$ cat config.mk
export PLATFORM = sky130hd
export DESIGN_NAME = id_operand_stage
export DESIGN_NICKNAME = d
export VERILOG_FILES = /design/src/rtl/id_pkg.sv /design/src/rtl/id_scoreboard.sv /design/src/rtl/id_operand_stage.sv
export SDC_FILE = /design/constraint.sdc
export NUM_CORES = 1
export LEC_CHECK = 0
export CAP_MARGIN = 20
export CORE_MARGIN = 5
export CORE_UTILIZATION = 30
export DETAILED_ROUTE_END_ITERATION = 10
export GPL_ROUTABILITY_DRIVEN = 0
export SETUP_SLACK_MARGIN = 0.2
export SLEW_MARGIN = 20
export SYNTH_ARGS = -nofsm -noshare
export SYNTH_HDL_FRONTEND = slang
export SYNTH_SLANG_ARGS = --single-unit
$ cat constraint.sdc
create_clock -name clk_in -period 11.7 [get_ports clk_in]
set_input_delay 2.34 -clock clk_in [delete_from_list [all_inputs] [get_ports clk_in]]
set_output_delay 2.34 -clock clk_in [all_outputs]
set_load 0.01 [all_outputs]
$ cat src/rtl/id_pkg.sv
// Shared types and constants for the decode/operand stage: defaults, register-zero
// constant, scoreboard limit helper and the operand-source encoding.
package id_pkg;

    localparam int ID_XLEN    = 32;
    localparam int ID_RADDR_W = 5;
    localparam int REG_ZERO   = 0;

    typedef enum logic [2:0] {
        SRC_ZERO,
        SRC_BYP,
        SRC_REL,
        SRC_RF,
        SRC_WAIT
    } src_e;

    function automatic int sb_max(input int cnt_w);
        return (1 << cnt_w) - 1;
    endfunction

endpackage

$ cat src/rtl/id_scoreboard.sv
// Per-register outstanding-write counters with increment, release and flush-release
// inputs, plus busy/full lookups for three addresses (rs1, rs2, rd).
module id_scoreboard
    import id_pkg::*;
#(
    parameter int RADDR_W  = ID_RADDR_W,
    parameter int SB_CNT_W = 2
) (
    input  logic                 clk_in,
    input  logic                 rst_n,
    input  logic                 inc_en,
    input  logic [RADDR_W-1:0]   inc_addr,
    input  logic                 dec_en,
    input  logic [RADDR_W-1:0]   dec_addr,
    input  logic                 fdec_en,
    input  logic [RADDR_W-1:0]   fdec_addr,
    input  logic [3*RADDR_W-1:0] q_addr,
    output logic [2:0]           q_busy,
    output logic [2:0]           q_full
);

    localparam int NREG = 1 << RADDR_W;
    localparam logic [SB_CNT_W-1:0] CNT_MAX = SB_CNT_W'(sb_max(SB_CNT_W));

    logic [SB_CNT_W-1:0] r_cnt [NREG];

    // Increment and the two kinds of release merge arithmetically; the result
    // never drops below zero, so a stray release of an idle register is harmless.
    function automatic logic [SB_CNT_W-1:0] next_cnt(
        input logic [SB_CNT_W-1:0] cnt,
        input logic                inc,
        input logic                dec,
        input logic                fdec
    );
        int v;
        v = int'(cnt) + int'(inc) - int'(dec) - int'(fdec);
        if (v < 0) v = 0;
        if (v > int'(CNT_MAX)) v = int'(CNT_MAX);
        return SB_CNT_W'(v);
    endfunction

    always_ff @(posedge clk_in or negedge rst_n) begin
        if (!rst_n) begin
            for (int i = 0; i < NREG; i++) r_cnt[i] <= '0;
        end else begin
            r_cnt[0] <= '0;
            for (int i = 1; i < NREG; i++) begin
                r_cnt[i] <= next_cnt(r_cnt[i],
                                     inc_en  && (inc_addr  == RADDR_W'(i)),
                                     dec_en  && (dec_addr  == RADDR_W'(i)),
                                     fdec_en && (fdec_addr == RADDR_W'(i)));
            end
        end
    end

    always_comb begin
        q_busy = '0;
        q_full = '0;
        for (int j = 0; j < 3; j++) begin
            q_busy[j] = (r_cnt[q_addr[j*RADDR_W +: RADDR_W]] != '0);
            q_full[j] = (r_cnt[q_addr[j*RADDR_W +: RADDR_W]] == CNT_MAX);
        end
    end

endmodule

$ cat src/rtl/id_operand_stage.sv
// RV32I decode/operand stage: resolves rs1/rs2 from bypass, writeback or regfile,
// gates issue on the scoreboard and hands operands to EX through a valid/ready latch.
module id_operand_stage
    import id_pkg::*;
#(
    parameter int XLEN     = ID_XLEN,
    parameter int RADDR_W  = ID_RADDR_W,
    parameter int NUM_BYP  = 2,
    parameter int SB_CNT_W = 2
) (
    input  logic                      clk_in,
    input  logic                      rst_n,
    input  logic                      in_valid,
    output logic                      in_ready,
    input  logic [XLEN-1:0]           in_pc,
    input  logic                      in_rs1_req,
    input  logic [RADDR_W-1:0]        in_rs1_addr,
    input  logic                      in_rs2_req,
    input  logic [RADDR_W-1:0]        in_rs2_addr,
    input  logic                      in_rd_write,
    input  logic [RADDR_W-1:0]        in_rd_addr,
    output logic [RADDR_W-1:0]        rf_raddr1,
    input  logic [XLEN-1:0]           rf_rdata1,
    output logic [RADDR_W-1:0]        rf_raddr2,
    input  logic [XLEN-1:0]           rf_rdata2,
    input  logic [NUM_BYP-1:0]        byp_valid,
    input  logic [NUM_BYP-1:0]        byp_ready,
    input  logic [NUM_BYP*RADDR_W-1:0] byp_addr,
    input  logic [NUM_BYP*XLEN-1:0]   byp_data,
    input  logic                      rel_valid,
    input  logic                      rel_write,
    input  logic [RADDR_W-1:0]        rel_addr,
    input  logic [XLEN-1:0]           rel_data,
    input  logic                      flush,
    output logic                      out_valid,
    input  logic                      out_ready,
    output logic [XLEN-1:0]           out_pc,
    output logic [XLEN-1:0]           out_rs1_data,
    output logic [XLEN-1:0]           out_rs2_data,
    output logic [RADDR_W-1:0]        out_rd_addr,
    output logic                      out_rd_write,
    output logic                      stall_o
);

    localparam logic [RADDR_W-1:0] X0 = RADDR_W'(REG_ZERO);

    typedef struct packed {
        src_e            src;
        logic [XLEN-1:0] data;
    } opnd_t;

    logic            r_out_valid;
    logic [XLEN-1:0] r_out_pc;
    logic [XLEN-1:0] r_out_rs1;
    logic [XLEN-1:0] r_out_rs2;
    logic [RADDR_W-1:0] r_out_rd;
    logic            r_out_rd_write;

    logic [2:0] w_busy;
    logic [2:0] w_full;
    opnd_t      w_op1;
    opnd_t      w_op2;
    logic       w_rd_full_blk;
    logic       w_ops_ok;
    logic       w_accept;
    logic       w_inc_en;
    logic       w_dec_en;
    logic       w_fdec_en;

    // Channels are scanned high to low so the lowest-numbered (youngest) match wins.
    function automatic opnd_t resolve(
        input logic                       req,
        input logic [RADDR_W-1:0]         addr,
        input logic                       busy,
        input logic [XLEN-1:0]            rf_data,
        input logic [NUM_BYP-1:0]         bv,
        input logic [NUM_BYP-1:0]         br,
        input logic [NUM_BYP*RADDR_W-1:0] ba,
        input logic [NUM_BYP*XLEN-1:0]    bd,
        input logic                       rv,
        input logic                       rw,
        input logic [RADDR_W-1:0]         ra,
        input logic [XLEN-1:0]            rdat
    );
        opnd_t r;
        logic  hit;
        r.src  = SRC_RF;
        r.data = rf_data;
        hit    = 1'b0;
        if (!req || addr == X0) begin
            r.src  = SRC_ZERO;
            r.data = '0;
        end else begin
            for (int k = NUM_BYP - 1; k >= 0; k--) begin
                if (bv[k] && ba[k*RADDR_W +: RADDR_W] == addr) begin
                    hit    = 1'b1;
                    r.src  = br[k] ? SRC_BYP : SRC_WAIT;
                    r.data = bd[k*XLEN +: XLEN];
                end
            end
            if (!hit) begin
                if (rv && rw && ra == addr) begin
                    r.src  = SRC_REL;
                    r.data = rdat;
                end else if (busy) begin
                    r.src = SRC_WAIT;
                end
            end
        end
        return r;
    endfunction

    id_scoreboard #(
        .RADDR_W  (RADDR_W),
        .SB_CNT_W (SB_CNT_W)
    ) u_sb (
        .clk_in    (clk_in),
        .rst_n     (rst_n),
        .inc_en    (w_inc_en),
        .inc_addr  (in_rd_addr),
        .dec_en    (w_dec_en),
        .dec_addr  (rel_addr),
        .fdec_en   (w_fdec_en),
        .fdec_addr (r_out_rd),
        .q_addr    ({in_rd_addr, in_rs2_addr, in_rs1_addr}),
        .q_busy    (w_busy),
        .q_full    (w_full)
    );

    always_comb begin
        w_op1 = resolve(in_rs1_req, in_rs1_addr, w_busy[0], rf_rdata1,
                        byp_valid, byp_ready, byp_addr, byp_data,
                        rel_valid, rel_write, rel_addr, rel_data);
        w_op2 = resolve(in_rs2_req, in_rs2_addr, w_busy[1], rf_rdata2,
                        byp_valid, byp_ready, byp_addr, byp_data,
                        rel_valid, rel_write, rel_addr, rel_data);
    end

    // A full rd counter only blocks issue if no release of that rd frees a slot now.
    assign w_rd_full_blk = in_rd_write && (in_rd_addr != X0) && w_full[2]
                           && !(rel_valid && rel_addr == in_rd_addr);
    assign w_ops_ok  = (w_op1.src != SRC_WAIT) && (w_op2.src != SRC_WAIT) && !w_rd_full_blk;
    assign in_ready  = w_ops_ok && (!r_out_valid || out_ready) && !flush;
    assign stall_o   = in_valid && !w_ops_ok;
    assign w_accept  = in_valid && in_ready;

    assign w_inc_en  = w_accept && in_rd_write && (in_rd_addr != X0);
    assign w_dec_en  = rel_valid && (rel_addr != X0);
    assign w_fdec_en = flush && r_out_valid && r_out_rd_write && (r_out_rd != X0);

    assign rf_raddr1 = in_rs1_addr;
    assign rf_raddr2 = in_rs2_addr;

    always_ff @(posedge clk_in or negedge rst_n) begin
        if (!rst_n) begin
            r_out_valid    <= 1'b0;
            r_out_pc       <= '0;
            r_out_rs1      <= '0;
            r_out_rs2      <= '0;
            r_out_rd       <= '0;
            r_out_rd_write <= 1'b0;
        end else if (flush) begin
            r_out_valid <= 1'b0;
        end else if (w_accept) begin
            r_out_valid    <= 1'b1;
            r_out_pc       <= in_pc;
            r_out_rs1      <= w_op1.data;
            r_out_rs2      <= w_op2.data;
            r_out_rd       <= in_rd_addr;
            r_out_rd_write <= in_rd_write;
        end else if (out_ready) begin
            r_out_valid <= 1'b0;
        end
    end

    assign out_valid    = r_out_valid;
    assign out_pc       = r_out_pc;
    assign out_rs1_data = r_out_rs1;
    assign out_rs2_data = r_out_rs2;
    assign out_rd_addr  = r_out_rd;
    assign out_rd_write = r_out_rd_write;

endmodule

* Yosys cells after proc, flatten, opt, wreduce, memory -nomap -nowiden
Index checks and enable logic that the tools add are counted.
** Storage, ports and cells
- Logic and storage cells :: 533
- Output and inout bits :: 115
- Bits in registers :: 165
- Input port bits :: 236
** Operators by class
- Mux-type cells :: 96
- Add/sub/neg operators :: 93
- Magnitude comparators :: 65
- Eq/ne operators :: 103
- Reduce and logical (&&, ||, !) cells :: 135
- Bitwise logic cells :: 4
** Operators with widths (count)
- $sub A32 B2 Y32 :: 62
- $mux W32 :: 33
- $gt A32 B3 Y1 const B :: 31
- $lt A32 B1 Y1 const B :: 31
- $mux W35 :: 8
- $eq A5 B5 Y1 const B :: 48
- $eq A5 B4 Y1 const B :: 24
- $logic_and A1 B1 Y1 :: 116
- $add A2 B1 Y3 :: 31
- $mux W2 :: 37
- $eq A5 B3 Y1 const B :: 12
- $eq A5 B5 Y1 :: 7
- $bmux W2 S5 :: 3
- $eq A5 B2 Y1 const B :: 6
- $ge A6 B6 Y1 const B :: 3
- $mux W3 :: 6
- $not A5 Y6 :: 3
- $eq A5 B1 Y1 const B :: 3
- $reduce_bool A5 Y1 :: 3
- $logic_not A5 Y1 :: 2
- $mux W1 :: 9
- $logic_not A1 Y1 :: 7
- $ne A3 B3 Y1 const B :: 2
- $reduce_bool A2 Y1 :: 2
- 5 further kinds :: 7

* Longest topological paths before layout
Gate-level depths: netlist (run 1).
- Depth after elaboration :: 25
- Depth in mapped cells :: 19
- Depth with buffers taken out :: 15

* Hierarchy
From an unflattened synthesis (run 1), not the netlist that was laid out.
** Unflattened totals
- Cell total of the unflattened synthesis :: 1546
- Area total of the unflattened synthesis :: 15019.4 um2
** Modules (own cells, without submodules)
- id_scoreboard :: area each 8389.3 um2, instances 1, sequential area each 1551.5 um2, cells each 929
- id_operand_stage :: area each 6630.1 um2, instances 1, sequential area each 2577.5 um2, cells each 617

* Worst setup path after synthesis (run 1)
Ideal clock, no wire load.
- Kind :: input port to output port
- From :: input in_rs1_addr[4]
- To :: output stall_o
- Arrival time :: 4235 ps
- Stages :: 8
- Data required time :: 9360 ps
- Path buffers :: 1
- Path slack :: 5125 ps
- Path through :: clkbuf_1 xor2_1 nor4_1 nand3_1 or4b_2 nand3_1 nor4_4 nor2b_1
** On the way
- Word-level cells in the longest chain between the ends :: 14
- Elaborated cells on any way between the ends :: 27
- Classes of those cells :: eq/ne (4); mux (12); bitwise (1); reduce/logical (10)
** Ends and longest elaborated chain
- start: declaration :: line id_operand_stage.sv:17 : input logic [RADDR_W-1:0] in_rs1_addr,
- $not A5 Y6 (not written as such) :: line id_scoreboard.sv:60 : q_busy[j] = (r_cnt[q_addr[j*RADDR_W +: RADDR_W]] != '0);
- $bmux W2 S5 :: line id_scoreboard.sv:60
- $mux W2 (not written as such) (2 in series) :: line id_scoreboard.sv:60
- $reduce_bool A2 Y1 :: line id_scoreboard.sv:60
- $mux W3 :: line id_operand_stage.sv:105 : end else if (busy) begin
- $mux W3 :: line id_operand_stage.sv:102 : if (rv && rw && ra == addr) begin
- $mux W35 :: line id_operand_stage.sv:101 : if (!hit) begin
- $mux W35 (*) :: line id_operand_stage.sv:90 : if (!req || addr == X0) begin
- $ne A3 B3 Y1 (*) :: line id_operand_stage.sv:142 : assign w_ops_ok = (w_op1.src != SRC_WAIT) && (w_op2.src != SRC_WAIT) && !w_rd_full_blk;
- $logic_and A1 B1 Y1 (*) (2 in series) :: line id_operand_stage.sv:142
- $logic_not A1 Y1 (*) :: line id_operand_stage.sv:144 : assign stall_o = in_valid && !w_ops_ok;
- $logic_and A1 B1 Y1 (*) :: line id_operand_stage.sv:144
- end: declaration :: line id_operand_stage.sv:42 : output logic stall_o
Mark *: on every way between the ends. The rest lies on a longest branch, timed or not. The select of a mux whose other input is x is not followed.

* Final worst setup path (run 1)
- From :: input in_rs2_addr[0]
- To :: output stall_o
** On the way
- Word-level cells in the longest chain between the ends :: 14
- Elaborated cells on any way between the ends :: 27
- Classes of those cells :: eq/ne (4); mux (12); bitwise (1); reduce/logical (10)
** Ends and longest elaborated chain
- start: declaration :: line id_operand_stage.sv:19 : input logic [RADDR_W-1:0] in_rs2_addr,
- $not A5 Y6 (not written as such) :: line id_scoreboard.sv:60
- $bmux W2 S5 :: line id_scoreboard.sv:60
- $mux W2 (not written as such) (2 in series) :: line id_scoreboard.sv:60
- $reduce_bool A2 Y1 :: line id_scoreboard.sv:60
- $mux W3 :: line id_operand_stage.sv:105
- $mux W3 :: line id_operand_stage.sv:102
- $mux W35 :: line id_operand_stage.sv:101
- $mux W35 (*) :: line id_operand_stage.sv:90
- $ne A3 B3 Y1 (*) :: line id_operand_stage.sv:142
- $logic_and A1 B1 Y1 (*) (2 in series) :: line id_operand_stage.sv:142
- $logic_not A1 Y1 (*) :: line id_operand_stage.sv:144
- $logic_and A1 B1 Y1 (*) :: line id_operand_stage.sv:144
Marked as above.

==> qor.yml, run 1 <==
run_status: "finished clean"
final_design_area_no_fill_um2: 17300
initial_utilization: 0.305
htree_levels: 4
min-delay-start: "out_rs2_data[27]"
syn_area_per_cell_um2: 9.84
maxSlewViolCount: 0
leakagePower_nw: 7.37
dr_total_vias: 11900
drv_cap: 0
hpwlAfterDp_um: 37000
setup_tns_ps: 0
yosys_register_bits: 165
cts_root_buffer_type: "clkbuf_16"
synthArstFlopShare: 1.00
synth-edff-count: 0
drt-initial-drc-count: 952
skew_ps: 12.2
postSynth.topFlopCell: "dfrtp_1"
path_common_cell: "clkdlybuf4s50_1"
routed_wirelength_um: 48600
post-layout-total-power_mw: 3.01
synth_area_leader_cell: "dfrtp_1"
worstSetupStartpoint: "in_rs2_addr[0]"
syn_to_final_growth_pct: 34.3
finish.cell_count_without_fillers: 2146
detail_route.vias_per_cell: 5.54
reg2reg_depth: 10
timing.setup.critical_path_class: "in -> out"
pre_cts_slack_ps: 2850
synth.mux.area_fraction: 0.132
postPlaceCellArea_um2: 16700
post_synth_num_cell_types: 58
critical_path.endpoint_type: "primary output"
die_height_um: 217
synth_area_leaders: "dfrtp_1 32%, ha_1 12%, mux2_2 6.5%"
clk_latency_ps: 460
worst_path_max_delay_cell: "clkdlybuf4s50_1"
row_count: 75
ir_worst_vdd_mv: 0.106
vias_in_the_first_global_route: 11800
first_pass_iters: 5
critical_path.cell_chain: "clkdlybuf4s50_1 > xor2_1 > nor4_1 > nand3_2 > buf_4 > or4b_2 > nand3_1 > nor4_4 > nor2b_1 > clkdlybuf4s50_1"
grt_max_degree: 68
gr-usage-all-layers: 0.197
detail_route.drc_violations: 0
clkSlewWorstSetupHoldPaths_ps: 70
min_delay_worst_endpoint: "out_rs2_data[27]"
post_cts_resize_count: 0
grt_antenna_before_repair: 8
grt_setup_unrepaired: "no"
setup.worst_path.start_class: "input port"
syn-num-nets: 1696
synth_warnings: 0
synthesis.instances: 1305
first_pass_grt_wire_length_um: 72100
wl_per_cell_um: 22.7
worst_ep_required_time_ps: 9360
clock_sink_count: 165
cellPowerDensity_nw_per_um2: 175
compound_gate_fraction_of_synth_area: 0.153
hold_wc_path_type: "reg -> reg"
max_fclk_mhz: 114
dominant_combinational_cell_family_by_area_after_synthesis: "adder cells"
worst_path_largest_cell_delay_ps: 1170
crit_path_max_fanout: 67
hold_viol: 0
horizontal_die_dimension_um: 217
reg2reg_from: "u_sb.r_cnt[37]"
post_synth_and_or_nand_nor_area_fraction: 0.133
timing.slew.headroom: 0.289
cts-buffers-inserted: 17
ctsLongestPathBuffers: 2
synth_top_area_share: 0.321
final.min_clock_period_ps: 8740
fp.coreArea_um2: 42100
post_cts.repair.setup_buffers: 0
actual_slew_at_the_worst_max_slew_pin_ps: 1060
min_path_cells: 1
crit_arrival_ps: 6400
mappedNetlistArea_um2: 12800
ioPinCount: 351
critical_path.reg2reg.endpoint: "out_rs2_data[26]"
ys_seq_area_frac: 0.321
ctsHoldBuffers: 0
cp.buffers_inverters: 3
worst-path-stages: 10
floorplan.die_area_um2: 47100
synth-adder-area-share: 0.169
placed_cells_incl_taps: 2107
grt_overflow: 0
critical_path.top_delay_family: "buffers and inverters"
cts_tree: "yes"
min_period_over_period: 0.747
synth-xor-area-share: 0.0239
layout-drive-gt1-share: 0.117
setup-violations-final: 0
detail-route-antenna-nets: 0
port_buffers: 350
final.setup.worst_slack_ps: 2960
r2r_slack_ps: 7030
total_number_of_nets_in_the_final_design: 1978
-- per-stage QoR --
step                hold WS [ps]  utilization
global route                 512        0.410
finish                       506        0.410
detailed placement           491        0.395
CTS                          508        0.409
floorplan                    550            -
global placement             486        0.395
-- final cells by class --
| type | instances | area, µm² |
|---|---|---|
| Antenna cell | 7 | 17.5 |
| Fill cell | 4120 | 24900 |
| Inverter | 98 | 368 |
| Sequential cell | 165 | 4130 |
| Tap cell | 539 | 674 |
| Clock inverter | 14 | 144 |
| Multi-Input combinational cell | 940 | 7870 |
| Clock buffer | 18 | 439 |
| Timing Repair Buffer | 365 | 3610 |
-- worst register-to-register path, delay by kind of cell, from the launching register on --
kind,cells,cell delay (ps)
AND/OR/NAND/NOR,4,1000
flip-flops,1,470
multiplexers,2,920
AO/OA/AOI/OAI,2,770
buffers and inverters,2,1410
-- placed cells by master, fill, tap and decap left out, types with 9 or more instances in the layout --
cell and count:
clkbuf_16 17, o21ai_0 9, nor3_1 35, mux4_2 18
nand2b_1 13, o221ai_1 64, ha_1 124, fa_1 31
mux2_2 74, buf_4 15, dfrtp_1 165, mux2_4 28
inv_1 98, xor2_1 28, clkdlybuf4s50_1 348, a21oi_1 139
nor4_1 29, nor2b_1 43, nand2_1 23, nand3_1 18
and3_1 31, nor2_1 87, o22ai_1 67
-- cells in the mapped netlist (4+ instances only) --
cell,count
dfrtp_1,165
a21oi_1,139
ha_1,124
inv_1,98
nor2_1,87
mux2_2,74
o22ai_1,67
clkbuf_1,65
o221ai_1,64
nor2b_1,43
nor3_1,35
and3_1,31
fa_1,31
nor4_1,29
mux2_4,28
xor2_1,28
nand2_1,23
nand3_1,20
mux4_2,18
buf_2,17
nand2b_1,13
buf_4,10
o21ai_0,9
buf_6,7
xnor2_1,7
nand4_1,6
or3_1,6
nand3b_1,5
or2_2,5
a211oi_1,4
mux2i_1,4
-- logic make-up after synthesis --
kind of cell | Yosys count
simple gates | 319
compound gates | 307
buf+inv | 200
flops | 165
fa+ha+maj | 155
mux | 124
xor+xnor | 35
-- how the worst max path moves through the flow --
stage	slack [ps]	end
2_1_floorplan	5130	stall_o
3_3_place_gp	2900	stall_o
3_5_place_dp	2850	stall_o
4_1_cts	2840	stall_o
5_1_grt	2720	stall_o
6_report	2960	stall_o
-- state kept, by name (all words and copies together), names as in the netlist --
name / flops
out_rs2_data: 32
u_sb.r_cnt: 62
out_pc: 32
out_rs1_data: 32
out_rd_addr: 5
out_rd_write: 1
out_valid: 1
-- where the power goes --
part	total, mW	internal [mW]	switching (mW)	leakage, nW
clock	0.584	0.305	0.279	0.283
combinational	1.34	0.744	0.592	5.06
sequential	1.09	0.839	0.255	2.03
-- per-layer routing --
metal / vias up / track usage / share of wire
met3: 89 / 0.0442 / 0.073
met5: - / 0 / 0.00041
met4: 2 / 0.0912 / 0.035
met1: 5911 / 0.255 / 0.42
li1: 5361 / - / -
met2: 531 / 0.316 / 0.47
No activity file was read; power rests on OpenSTA's default activity.
==> run 2: changes to the inputs <==
- clock period: 11.7 -> 8.3 ns (I/O delays scaled with it)
==> run 2 against run 1 <==
  * Cell area increased by 0.51%
  * Die area unchanged
  * Worst hold slack about the same
  * Global-route usage rose by 0.52 points
  * Total power rose by 44%
  * Flip-flop and latch count did not move
==> qor.yml, run 2 (synthesis gave the netlist of run 1 again) <==
min_period_over_period: 0.850
postPlaceCellArea_um2: 16700  # +0.14%
hold_viol: 0  # unchanged
drv_cap: 0  # unchanged
post_cts_resize_count: 0  # unchanged
final_design_area_no_fill_um2: 17300  # +0.51%
detail_route.drc_violations: 0  # unchanged
pre_cts_slack_ps: 1150  # -1700 ps
grt_max_degree: 73  # +7.4%
detail-route-antenna-nets: 0  # unchanged
fp.coreArea_um2: 42100  # unchanged
timing.setup.critical_path_class: "in -> out"
worstSetupStartpoint: "in_rs2_addr[1]"
floorplan.die_area_um2: 47100  # unchanged
cts_tree: "yes"
worst_path_largest_cell_delay_ps: 850  # -320 ps
setup-violations-final: 0  # unchanged
reg2reg_from: "u_sb.r_cnt[35]"
cellPowerDensity_nw_per_um2: 250  # +43%
wl_per_cell_um: 23.0  # +1.4%
cp.buffers_inverters: 2  # -1
dr_total_vias: 12000  # +0.98%
r2r_slack_ps: 3580  # -3450 ps
maxSlewViolCount: 0  # unchanged
layout-drive-gt1-share: 0.118  # +0.00110
worst_path_max_delay_cell: "clkdlybuf4s50_1"
clock_sink_count: 165  # unchanged
regMostFlops: "u_sb.r_cnt"
final.min_clock_period_ps: 7060
ir_worst_vdd_mv: 0.134  # +27%
grt_overflow: 0  # unchanged
reg2reg_depth: 10  # unchanged
initial_utilization: 0.305  # unchanged
vias_in_the_first_global_route: 12200  # +3.1%
routed_wirelength_um: 49300  # +1.3%
horizontal_die_dimension_um: 217  # unchanged
largest_reg_flops: 62  # unchanged
crit_arrival_ps: 5400  # -1000 ps
actual_slew_at_the_worst_max_slew_pin_ps: 1130  # +62.2 ps
mostFrequentLayoutCells: "348 x clkdlybuf4s50_1, 165 x dfrtp_1, 139 x a21oi_1, 124 x ha_1, 98 x inv_1"
cts-buffers-inserted: 17  # unchanged
critical_path.reg2reg.endpoint: "out_rs1_data[26]"
ctsHoldBuffers: 0  # unchanged
hpwlAfterDp_um: 37000  # about the same
min-delay-start: "out_rs1_data[24]"
grt_setup_unrepaired: "no"
fill_cells: 4060  # -1.5%
critical_path.top_delay_family: "buffers and inverters"
clkSlewWorstSetupHoldPaths_ps: 70  # about the same
die_height_um: 217  # unchanged
skew_ps: 8.01  # -4.23 ps
setup.worst_path.start_class: "input port"
critical_path.cell_chain: "clkdlybuf4s50_1 > mux4_2 > a311o_1 > or3_1 > a2111oi_2 > nor4_4 > nor2b_1 > clkdlybuf4s50_1"
ioPinCount: 351  # unchanged
first_pass_grt_wire_length_um: 74700  # +3.6%
clk_latency_ps: 450  # about the same
grt_antenna_before_repair: 5  # -3
min_path_cells: 1  # unchanged
drt-initial-drc-count: 1186  # +25%
run_status: "finished clean"
post_cts.repair.setup_buffers: 0  # unchanged
max_fclk_mhz: 142
critical_path.endpoint_type: "primary output"
worst_ep_required_time_ps: 6640  # -2720 ps
path_common_cell: "clkdlybuf4s50_1"
post-layout-total-power_mw: 4.34  # +44%
gr-usage-all-layers: 0.202  # +0.00521
final.setup.worst_slack_ps: 1240  # -1710 ps
leakagePower_nw: 7.42  # +0.66%
crit_path_max_fanout: 14  # -79%
ctsLongestPathBuffers: 2  # unchanged
hold_wc_path_type: "reg -> reg"
cts_root_buffer_type: "clkbuf_16"
setup_tns_ps: 0  # unchanged
detail_route.vias_per_cell: 5.60  # +1.1%
timing.slew.headroom: 0.248  # -0.0416
most_common_cell_after_layout_fill_and_taps_aside: "clkdlybuf4s50_1"
htree_levels: 4  # unchanged
first_pass_iters: 5  # unchanged
port_buffers: 350  # unchanged
min_delay_worst_endpoint: "out_rs1_data[24]"
syn_to_final_growth_pct: 35.0
total_number_of_nets_in_the_final_design: 1981  # +0.15%
row_count: 75  # unchanged
## run 2: final cells by class
class | count | area [µm²] | area share
flip-flops and latches | 165 | 4130 | 0.238
multi-input cells | 940 | 7870 | 0.454
inverters | 98 | 368 | 0.0212
well taps | 539 | 674 | 0.0389
clock inverters | 12 | 201 | 0.0116
clock buffers | 19 | 453 | 0.0261
repair buffers | 368 | 3640 | 0.210
diodes | 3 | 7.51 | 0.000433
## run 2: stage by stage
step / hold slack [ps] / utilization / cells
detailed placement: 492 / 0.396 / 2110
global placement: 485 / 0.396 / 2110
global route: 522 / 0.412 / 2144
finish: 505 / 0.412 / 2144
floorplan: 550 / - / 1305
CTS: 507 / 0.411 / 2141
## run 2: worst max path at each step
stage                                end  slack (ps)  cells past startpoint
after floorplan           u_sb.r_cnt[46]        2940                     18
after global placement           stall_o        1200                      8
after detailed placement         stall_o        1150                      8
after CTS                        stall_o        1120                      8
after global routing             stall_o        1100                      8
final                            stall_o        1240                      8
## run 2: power by group
part           internal (mW)  switching [mW]  total [mW]
combinational           1.05           0.832        1.88
clock                  0.549           0.364       0.914
sequential              1.18           0.362        1.55
## run 2: layer usage
metal  wire length, µm  track usage  up-vias
li1                  -            -     5363
met1             20500        0.266     5962
met2             23500        0.332      589
met3              3620       0.0395       92
met4              1610       0.0765        4
met5                27            0        -
==> run 3: changes to the inputs <==
- DONT_BUFFER_PORTS: default -> 1
- GPL_TIMING_DRIVEN: default -> 0
==> run 3 against run 2 <==
  * Cell count is 12% lower
  * Largest power group is now sequential cells
  * Worst hold slack better by 78 ps
  * Global-route usage is 0.20 points higher
  * Critical path depth is 10 higher
  * First-iteration DRC count is 3.1% lower
  * Maximum frequency is 9.5% higher
  * Largest cell class unchanged
  * Clock skew is 3.5 ps higher
==> qor.yml, run 3 (synthesis gave the netlist of run 1 again) <==
htree_levels: 4  # unchanged
maxSlewViolCount: 0  # unchanged
setup.worst_path.start_class: "input port"
gr-usage-all-layers: 0.204  # +0.00203
cts-buffers-inserted: 17  # unchanged
final.setup.worst_slack_ps: 1860  # +612 ps
grt_antenna_before_repair: 6  # +1
max_fclk_mhz: 155  # +9.5%
final.min_clock_period_ps: 6440  # -612 ps
detail-route-antenna-nets: 0  # unchanged
grt_max_degree: 166  # +130%
pre_cts_slack_ps: 1390  # +244 ps
drv_cap: 0  # unchanged
post_cts_resize_count: 0  # unchanged
crit_arrival_ps: 6860  # +1460 ps
detail_route.drc_violations: 0  # unchanged
clk_latency_ps: 490  # +40 ps
horizontal_die_dimension_um: 217  # unchanged
cts_root_buffer_type: "clkbuf_16"
skew_ps: 11.5  # +3.48 ps
actual_slew_at_the_worst_max_slew_pin_ps: 760  # -365 ps
run_status: "finished clean"
clock_sink_count: 165  # unchanged
multi_input_comb_area_um2: 7860  # -0.22%
finish.cell_count_without_fillers: 1882  # -12%
port_buffers: 0  # -100%
wl_per_cell_um: 26.3  # +15%
floorplan.die_area_um2: 47100  # unchanged
worst_ep_required_time_ps: 8710  # +2070 ps
largest_reg_flops: 62  # unchanged
grt_setup_unrepaired: "no"
layout-drive-gt1-share: 0.148  # +0.0302
leakagePower_nw: 6.17  # -17%
placed_cells_incl_taps: 1844  # -13%
drt-initial-drc-count: 1149  # -3.1%
fill_cells: 4324  # +6.5%
vias_in_the_first_global_route: 11300  # -7.0%
hold_wc_path_type: "reg -> reg"
routed_wirelength_um: 49600  # +0.59%
min_period_over_period: 0.776  # -0.0738
timing.setup.critical_path_class: "in -> reg"
grt_overflow: 0  # unchanged
ctsHoldBuffers: 0  # unchanged
row_count: 75  # unchanged
setup-violations-final: 0  # unchanged
setup_tns_ps: 0  # unchanged
hpwlAfterDp_um: 39100  # +5.7%
syn_to_final_growth_pct: 9.99
most_common_cell_after_layout_fill_and_taps_aside: "dfrtp_1"
clkSlewWorstSetupHoldPaths_ps: 70  # about the same
regMostFlops: "u_sb.r_cnt"
mostFrequentLayoutCells: "165 x dfrtp_1, 139 x a21oi_1, 124 x ha_1, 98 x inv_1, 87 x nor2_1"
fp.coreArea_um2: 42100  # unchanged
timing.slew.headroom: 0.493  # +0.246
detail_route.vias_per_cell: 5.91  # +5.5%
cellPowerDensity_nw_per_um2: 262  # +4.6%
cts_tree: "yes"
post-layout-total-power_mw: 3.70  # -15%
post_cts.repair.setup_buffers: 0  # unchanged
sequential_cell_area_um2: 4130  # unchanged
initial_utilization: 0.305  # unchanged
total_number_of_nets_in_the_final_design: 1715  # -13%
first_pass_grt_wire_length_um: 72500  # -3.0%
ioPinCount: 351  # unchanged
ir_worst_vdd_mv: 0.175  # +31%
first_pass_iters: 7  # +2
crit_path_max_fanout: 10  # -4
die_height_um: 217  # unchanged
critical_path.endpoint_type: "flop"
hold_viol: 0  # unchanged
ctsLongestPathBuffers: 2  # unchanged
dr_total_vias: 11100  # -7.4%
## run 3: cell count changes in the layout (fill, tap and decap cells not counted), sizes merged
cell           delta
clkinv            -1
bufinv            -2
clkdlybuf4s50   -348
diode             +4
inv               -1
buf              +17
clkbuf           +68
clkinvlp          +1
## run 3: metrics by stage
step	cell area (µm²)	hold WS, ps	utilization
4_1_cts	14100	586	0.335
3_5_place_dp	13500	570	0.321
5_1_grt	14100	589	0.335
2_1_floorplan	12800	550	-
3_3_place_gp	13500	566	0.321
6_report	14100	583	0.335
## run 3: critical path, stage by stage
cell	delay (ps)
clkbuf_1	420
xor2_1	130
nor4_1	480
nand3_1	530
nand2_1	530
a2111oi_2	100
nor4_4	400
nand3_2	250
buf_6	260
buf_2	220
nor4_1	470
ha_1	190
inv_1	40
fa_1	390
ha_1	220
ha_1	260
nor2b_1	140
a21oi_1	150
## run 3: final timing paths
| check | from | to | slack (ps) | cells after the start |
|---|---|---|---|---|
| setup / recovery | in_rs2_addr[4] | u_sb.r_cnt[22] | 1860 | 18 |
| max in group asynchronous | rst_n | out_rs2_data[9] | 7110 | 0 |
| hold / removal | out_rs1_data[17] | out_rs1_data[17] | 580 | 1 |
| hold reg to reg | out_rs1_data[17] | out_rs1_data[17] | 580 | 1 |
| setup reg to reg | u_sb.r_cnt[37] | u_sb.r_cnt[17] | 3500 | 17 |
| min in group asynchronous | rst_n | out_pc[28] | 870 | 0 |
## run 3: area by class of cell
cell class / count / area share
antenna: 7 / 0.00124
clock inverter: 9 / 0.00903
inverter: 98 / 0.0260
sequential: 165 / 0.292
multi-input combinational: 940 / 0.556
buffer: 102 / 0.0350
clock buffer: 22 / 0.0328
tap: 539 / 0.0477
## run 3: power breakdown
group | total, mW | internal (mW) | switching, mW
logic | 1.17 | 0.587 | 0.582
registers | 1.68 | 1.19 | 0.498
clock network | 0.846 | 0.484 | 0.362
total | 3.70 | 2.26 | 1.44
## run 3: routing by layer
layer,GRT usage,routed length (µm),vias to the layer above
met4,0.0868,1670,0
met2,0.343,24200,659
met3,0.0817,5550,119
met5,0,0,-
li1,-,-,4839
met1,0.232,18200,5501
